`config.mk`:
```
export PLATFORM = sky130hd
export DESIGN_NAME = mem_access_stage_flat
export DESIGN_NICKNAME = d
export VERILOG_FILES = /design/src/rtl/mem_access_if.sv /design/src/rtl/mem_access_stage.sv /design/src/flat_wrapper.sv
export SDC_FILE = /design/constraint.sdc
export NUM_CORES = 1
export LEC_CHECK = 0
export BUFFER_PORTS_ARGS = -buffer_cell sky130_fd_sc_hd__buf_2
export CAP_MARGIN = 20
export CORE_UTILIZATION = 46
export DETAILED_ROUTE_END_ITERATION = 8
export HOLD_SLACK_MARGIN = 0.08
export PLACE_DENSITY = 0.89
export SYNTH_ARGS = -nofsm -noshare
export SYNTH_HDL_FRONTEND = slang
export SYNTH_SLANG_ARGS = --single-unit
```
`constraint.sdc`:
```
create_clock -name clk -period 1.9 [get_ports clk]
set_input_delay 0.475 -clock clk [delete_from_list [all_inputs] [get_ports clk]]
set_output_delay 0.475 -clock clk [all_outputs]
set_load 0.02 [all_outputs]
```
`src/rtl/mem_access_if.sv`:
```
// Data-memory request/acknowledge port between the MEM stage (master) and data memory (slave).
interface mem_access_if #(
    parameter int unsigned DATA_W = 32
);
    logic              req;
    logic              we;
    logic [DATA_W-1:0] addr;
    logic [DATA_W-1:0] wdata;
    logic [DATA_W-1:0] rdata;
    logic              ack;

    modport master (output req, we, addr, wdata, input rdata, ack);
    modport slave  (input req, we, addr, wdata, output rdata, ack);
endinterface

```
`src/rtl/mem_access_stage.sv`:
```
// MEM pipeline stage: branch resolution, stalling load/store over a req/ack port,
// and the registered writeback bundle handed to WB.
module mem_access_stage #(
    parameter int unsigned DATA_W  = 32,
    parameter int unsigned DEST_W  = 5,
    parameter int unsigned TIMEOUT = 16
) (
    input  logic              clk,
    input  logic              rst,
    input  logic              wb_en_in,
    input  logic              mem_r_en_in,
    input  logic              mem_w_en_in,
    input  logic              zero_in,
    input  logic              branch_in,
    input  logic [DATA_W-1:0] alu_res_in,
    input  logic [DATA_W-1:0] st_val_in,
    input  logic [DEST_W-1:0] dest_in,
    mem_access_if.master      dmem,
    output logic              stall,
    output logic              pc_src,
    output logic              wb_en_out,
    output logic              mem_to_reg,
    output logic [DATA_W-1:0] alu_res_out,
    output logic [DATA_W-1:0] mem_data_out,
    output logic [DEST_W-1:0] dest_out,
    output logic              align_err,
    output logic              mem_err
);
    localparam int unsigned CNT_W = (TIMEOUT > 2) ? $clog2(TIMEOUT) : 1;

    typedef enum logic {IDLE = 1'b0, BUSY = 1'b1} state_t;

    state_t            state_q, state_d;
    logic [CNT_W-1:0]  cnt_q, cnt_d;
    logic              req_q, req_d, we_q, we_d;
    logic [DATA_W-1:0] addr_q, addr_d, wdata_q, wdata_d;
    logic              wb_en_q, wb_en_d, mem_to_reg_q, mem_to_reg_d;
    logic [DATA_W-1:0] alu_res_q, alu_res_d, mem_data_q, mem_data_d;
    logic [DEST_W-1:0] dest_q, dest_d;
    logic              align_err_q, align_err_d, mem_err_q, mem_err_d;
    logic              acc, aligned, last, stall_c;

    assign acc     = mem_r_en_in | mem_w_en_in;
    assign aligned = (alu_res_in[1:0] == 2'b00);
    assign last    = (cnt_q == CNT_W'(TIMEOUT - 1));

    // Next-state and next-output logic; outputs bubble by default while stalled.
    always_comb begin
        state_d      = state_q;
        cnt_d        = cnt_q;
        req_d        = req_q;
        we_d         = we_q;
        addr_d       = addr_q;
        wdata_d      = wdata_q;
        wb_en_d      = 1'b0;
        mem_to_reg_d = 1'b0;
        alu_res_d    = alu_res_q;
        mem_data_d   = mem_data_q;
        dest_d       = dest_q;
        align_err_d  = 1'b0;
        mem_err_d    = 1'b0;
        stall_c      = 1'b0;

        case (state_q)
            IDLE: begin
                cnt_d = '0;
                if (acc && aligned) begin
                    stall_c = 1'b1;
                    state_d = BUSY;
                    req_d   = 1'b1;
                    we_d    = mem_w_en_in;
                    addr_d  = alu_res_in;
                    wdata_d = st_val_in;
                end else begin
                    // Plain ALU op, or a misaligned access that is dropped.
                    wb_en_d      = wb_en_in & ~acc;
                    mem_to_reg_d = mem_r_en_in & ~mem_w_en_in;
                    alu_res_d    = alu_res_in;
                    dest_d       = dest_in;
                    mem_data_d   = '0;
                    align_err_d  = acc;
                end
            end
            BUSY: begin
                stall_c = ~dmem.ack & ~last;
                cnt_d   = cnt_q + CNT_W'(1);
                if (dmem.ack || last) begin
                    // Ack wins over a timeout landing in the same cycle.
                    state_d      = IDLE;
                    req_d        = 1'b0;
                    cnt_d        = '0;
                    wb_en_d      = dmem.ack & wb_en_in;
                    mem_to_reg_d = mem_r_en_in & ~mem_w_en_in;
                    alu_res_d    = alu_res_in;
                    dest_d       = dest_in;
                    mem_data_d   = (dmem.ack && !we_q) ? dmem.rdata : '0;
                    mem_err_d    = ~dmem.ack;
                end
            end
            default: begin
                state_d = IDLE;
                req_d   = 1'b0;
                cnt_d   = '0;
            end
        endcase
    end

    always_ff @(posedge clk) begin
        if (rst) begin
            state_q      <= IDLE;
            cnt_q        <= '0;
            req_q        <= 1'b0;
            we_q         <= 1'b0;
            addr_q       <= '0;
            wdata_q      <= '0;
            wb_en_q      <= 1'b0;
            mem_to_reg_q <= 1'b0;
            alu_res_q    <= '0;
            mem_data_q   <= '0;
            dest_q       <= '0;
            align_err_q  <= 1'b0;
            mem_err_q    <= 1'b0;
        end else begin
            state_q      <= state_d;
            cnt_q        <= cnt_d;
            req_q        <= req_d;
            we_q         <= we_d;
            addr_q       <= addr_d;
            wdata_q      <= wdata_d;
            wb_en_q      <= wb_en_d;
            mem_to_reg_q <= mem_to_reg_d;
            alu_res_q    <= alu_res_d;
            mem_data_q   <= mem_data_d;
            dest_q       <= dest_d;
            align_err_q  <= align_err_d;
            mem_err_q    <= mem_err_d;
        end
    end

    assign stall        = stall_c;
    assign pc_src       = branch_in & zero_in;
    assign dmem.req     = req_q;
    assign dmem.we      = we_q;
    assign dmem.addr    = addr_q;
    assign dmem.wdata   = wdata_q;
    assign wb_en_out    = wb_en_q;
    assign mem_to_reg   = mem_to_reg_q;
    assign alu_res_out  = alu_res_q;
    assign mem_data_out = mem_data_q;
    assign dest_out     = dest_q;
    assign align_err    = align_err_q;
    assign mem_err      = mem_err_q;
endmodule
```
`src/flat_wrapper.sv`:
```
// flat-port wrapper written by rule: the top's interface ports become plain ports
module mem_access_stage_flat 
#(
    parameter int unsigned DATA_W  = 32,
    parameter int unsigned DEST_W  = 5,
    parameter int unsigned TIMEOUT = 16
)
  (clk, rst, wb_en_in, mem_r_en_in, mem_w_en_in, zero_in, branch_in, alu_res_in, st_val_in, dest_in, stall, pc_src, wb_en_out, mem_to_reg, alu_res_out, mem_data_out, dest_out, align_err, mem_err, dmem_req, dmem_we, dmem_addr, dmem_wdata, dmem_rdata, dmem_ack);
  mem_access_if #(.DATA_W(DATA_W)) dmem_i ();
  input  logic clk;
  input  logic rst;
  input  logic wb_en_in;
  input  logic mem_r_en_in;
  input  logic mem_w_en_in;
  input  logic zero_in;
  input  logic branch_in;
  input  logic [DATA_W-1:0] alu_res_in;
  input  logic [DATA_W-1:0] st_val_in;
  input  logic [DEST_W-1:0] dest_in;
  output logic stall;
  output logic pc_src;
  output logic wb_en_out;
  output logic mem_to_reg;
  output logic [DATA_W-1:0] alu_res_out;
  output logic [DATA_W-1:0] mem_data_out;
  output logic [DEST_W-1:0] dest_out;
  output logic align_err;
  output logic mem_err;
  output wire logic [$bits(dmem_i.req)-1:0] dmem_req;
  output wire logic [$bits(dmem_i.we)-1:0] dmem_we;
  output wire logic [$bits(dmem_i.addr)-1:0] dmem_addr;
  output wire logic [$bits(dmem_i.wdata)-1:0] dmem_wdata;
  input wire logic [$bits(dmem_i.rdata)-1:0] dmem_rdata;
  input wire logic [$bits(dmem_i.ack)-1:0] dmem_ack;
  assign dmem_req = dmem_i.req;
  assign dmem_we = dmem_i.we;
  assign dmem_addr = dmem_i.addr;
  assign dmem_wdata = dmem_i.wdata;
  assign dmem_i.rdata = dmem_rdata;
  assign dmem_i.ack = dmem_ack;
  mem_access_stage #(.DATA_W(DATA_W), .DEST_W(DEST_W), .TIMEOUT(TIMEOUT)) u_core (.clk(clk), .rst(rst), .wb_en_in(wb_en_in), .mem_r_en_in(mem_r_en_in), .mem_w_en_in(mem_w_en_in), .zero_in(zero_in), .branch_in(branch_in), .alu_res_in(alu_res_in), .st_val_in(st_val_in), .dest_in(dest_in), .dmem(dmem_i), .stall(stall), .pc_src(pc_src), .wb_en_out(wb_en_out), .mem_to_reg(mem_to_reg), .alu_res_out(alu_res_out), .mem_data_out(mem_data_out), .dest_out(dest_out), .align_err(align_err), .mem_err(mem_err));
endmodule
```
==> flow_summary.toml <==
[outcome]
status = "complete, no violations"

[detailed_routing]
avgRoutedWirePerCell_um = 15.7
wl_met3_um = 1130
wl_met2_um = 7590
wirelength_um = 15000
drtIter0Drc = 452
routed.top_layer = "met4"
viasPerCell = 5.35
wl_met1_um = 5910
dr.pass1.iters = 4
ant_nets = 0
route.detailed.drc = 0
vias = 5105

[final_layout]
area_growth_pct = 38.7
final_cell_mix = "buf_2 (248), dfxtp_1 (142), nand2_1 (74)"
drive_above_1_share_pct = 38.4
layout_commonest_cell = "buf_2"
final_core_util_pct = 66.7
insertedDiodeCount = 0
nets = 914

[flow_run]
maxCapViolCount = 0

[floorplan]
die_w_um = 109
dieHeight_um = 109
start_util_pct = 48.1
core-area_um2 = 11000
dieArea_um2 = 12000
rows = 38
ioPinCount = 250

[yosys]
syn_avg_cell_area_um2 = 9.28
synth-seq-cells = 144
ys_async_sr_fraction_pct = 0
synth_fp_nets = 682
ys_seq_area_share_pct = 54.3
yosys_warnings = 0
ys.flop_type = "dfxtp_1"
synth_cell_type_count = 29
synth_area_um2 = 5310
syn_inst = 572
synth_edf_count = 0

[sta]
relSlewSlack_pct = 71.8
clock.fmax_mhz = 527
setup_ws_ps = 2.96
setup_viol = 0
final.period_utilization_pct = 99.8
finalHoldViolCount = 0
skew_ps = 6.39
rsz0062_at_grt = "yes"
setup_tns_ps = 0
drv_slew = 0
worst_pin_slew_ps = 418
holdWs_ps = 272
period_needed_ps = 1900

[setup_path]
slowest_delay_ps = 360
ff2ff_setup_slack_ps = 350
required_ps = 1420
critical_path_buf_inv_count = 2
critical_path_arrival_ps = 1420
criticalPathCategory = "reg2out"
critPathLaunchType = "flip-flop"
critPathMaxFanout = 2
crit_chain = "o21ba_2, a32oi_4, inv_2, buf_6"
cpMaxStageDelayCell = "dfxtp_1"
end_kind = "output pin"
timing.critical_path.max_delay_family = "compound AO/OA/AOI/OAI gates"

[placement]
io_buffers = 249
dpl_worst_slack_ps = 80.7
gp_congestion = 0.774
post-dp-hpwl_um = 9920

[power_and_ir_drop]
p_leak_nw = 3.50
p_per_area_nw_per_um2 = 1010
peakVddDrop_mv = 0.665

[worst_hold_path]
hp-class = "in2reg"

[clocking]
h-tree-depth = 4
clk_path_buf_depth = 2
clockRootBuffer = "clkbuf_16"
hold_buffers = 0
clock-sinks = 144
cts.reportedPaths.clkPinSlew_ps = 60
cts_tree = "built"
cts_buffers = 17
clkLatencyLatePin_ps = 410

[global_routing]
grt_pass1_vias = 4566
grt_max_degree = 66
antenna_found_initial = 0
overflow = 0
grt_usage_pct = 24.2
grt_pass1_wl_um = 22000
[worst register-to-register path: stages, from the launching register on]
cell and delay (ps):
dfxtp_1 360, o21ba_2 220, a32oi_4 230, buf_4 160
buf_12 250, mux2i_1 250
[through the flow]
step,area [um2],power (W),std cells
6_report,7360,0.00746,955
5_1_grt,7360,0.00773,955
4_1_cts,7360,0.00752,955
3_5_place_dp,6710,0.00420,922
3_3_place_gp,6710,0.00418,922
2_1_floorplan,5310,0.00381,572
[metal layers]
layer / up-vias / track usage [%]
li1: 2485 / -
met1: 2371 / 27.1
met2: 221 / 42.0
met5: - / 0
met3: 28 / 7.11
met4: 0 / 11.9
[report_power, final]
group,switching (W),total [W],internal (W)
Combinational,0.000582,0.000923,0.000341
Clock,0.00121,0.00332,0.00211
Sequential,0.0000622,0.00322,0.00315
[worst paths after layout]
kind,cells past startpoint,start,to
hold reg to reg,2,u_core.dmem.addr[1]$_SDFFE_PP0P_,u_core.dmem.addr[1]$_SDFFE_PP0P_
setup / recovery,4,u_core.state_q$_SDFF_PP0_,stall
setup reg to reg,5,u_core.state_q$_SDFF_PP0_,u_core.dest_out[4]$_SDFFE_PP0P_
hold / removal,2,dmem_rdata[25],u_core.mem_data_out[25]$_SDFFE_PP0P_
[synth_stat cells (all sizes together) (2+ instances only)]
cell / n / area [um2]
nand2: 74 / 278
mux2i: 37 / 370
nor2: 9 / 33.8
nor3: 3 / 15.0
dfxtp: 144 / 2880
nand2b: 2 / 12.5
a21oi: 66 / 330
clkbuf: 43 / 161
nand3: 65 / 325
a32o: 32 / 320
o21ai: 64 / 320
inv: 7 / 26.3
buf: 14 / 106
[logic make-up (layout without fill, tap and decap cells)]
| family | count (synthesis) | count (layout) | share of synthesized area, % |
|---|---|---|---|
| mux | 37 | 37 | 6.98 |
| compound gates | 166 | 166 | 19.3 |
| xor+xnor | 2 | 2 | 0.330 |
| fa+ha+maj | 1 | 1 | 0.236 |
| simple gates | 158 | 158 | 13.3 |
| flops | 144 | 144 | 54.3 |
| buf+inv | 64 | 307 | 5.54 |
[layout make-up]
| class | instances | area [um2] |
|---|---|---|
| clock buffers | 19 | 453 |
| clock inverters | 11 | 140 |
| fillers | 907 | 3670 |
| inverters | 7 | 27.5 |
| multi-input cells | 364 | 2180 |
| flip-flops and latches | 144 | 2890 |
| well taps | 140 | 175 |
| repair buffers | 270 | 1500 |
[repair_timing]
item                                    4_1_cts  5_1_grt
resized for setup                             8        0
setup buffers                                 3        0
pin swaps                                     2        0
endpoints found under the setup margin        1        1
(Power assumes the default switching activity.)
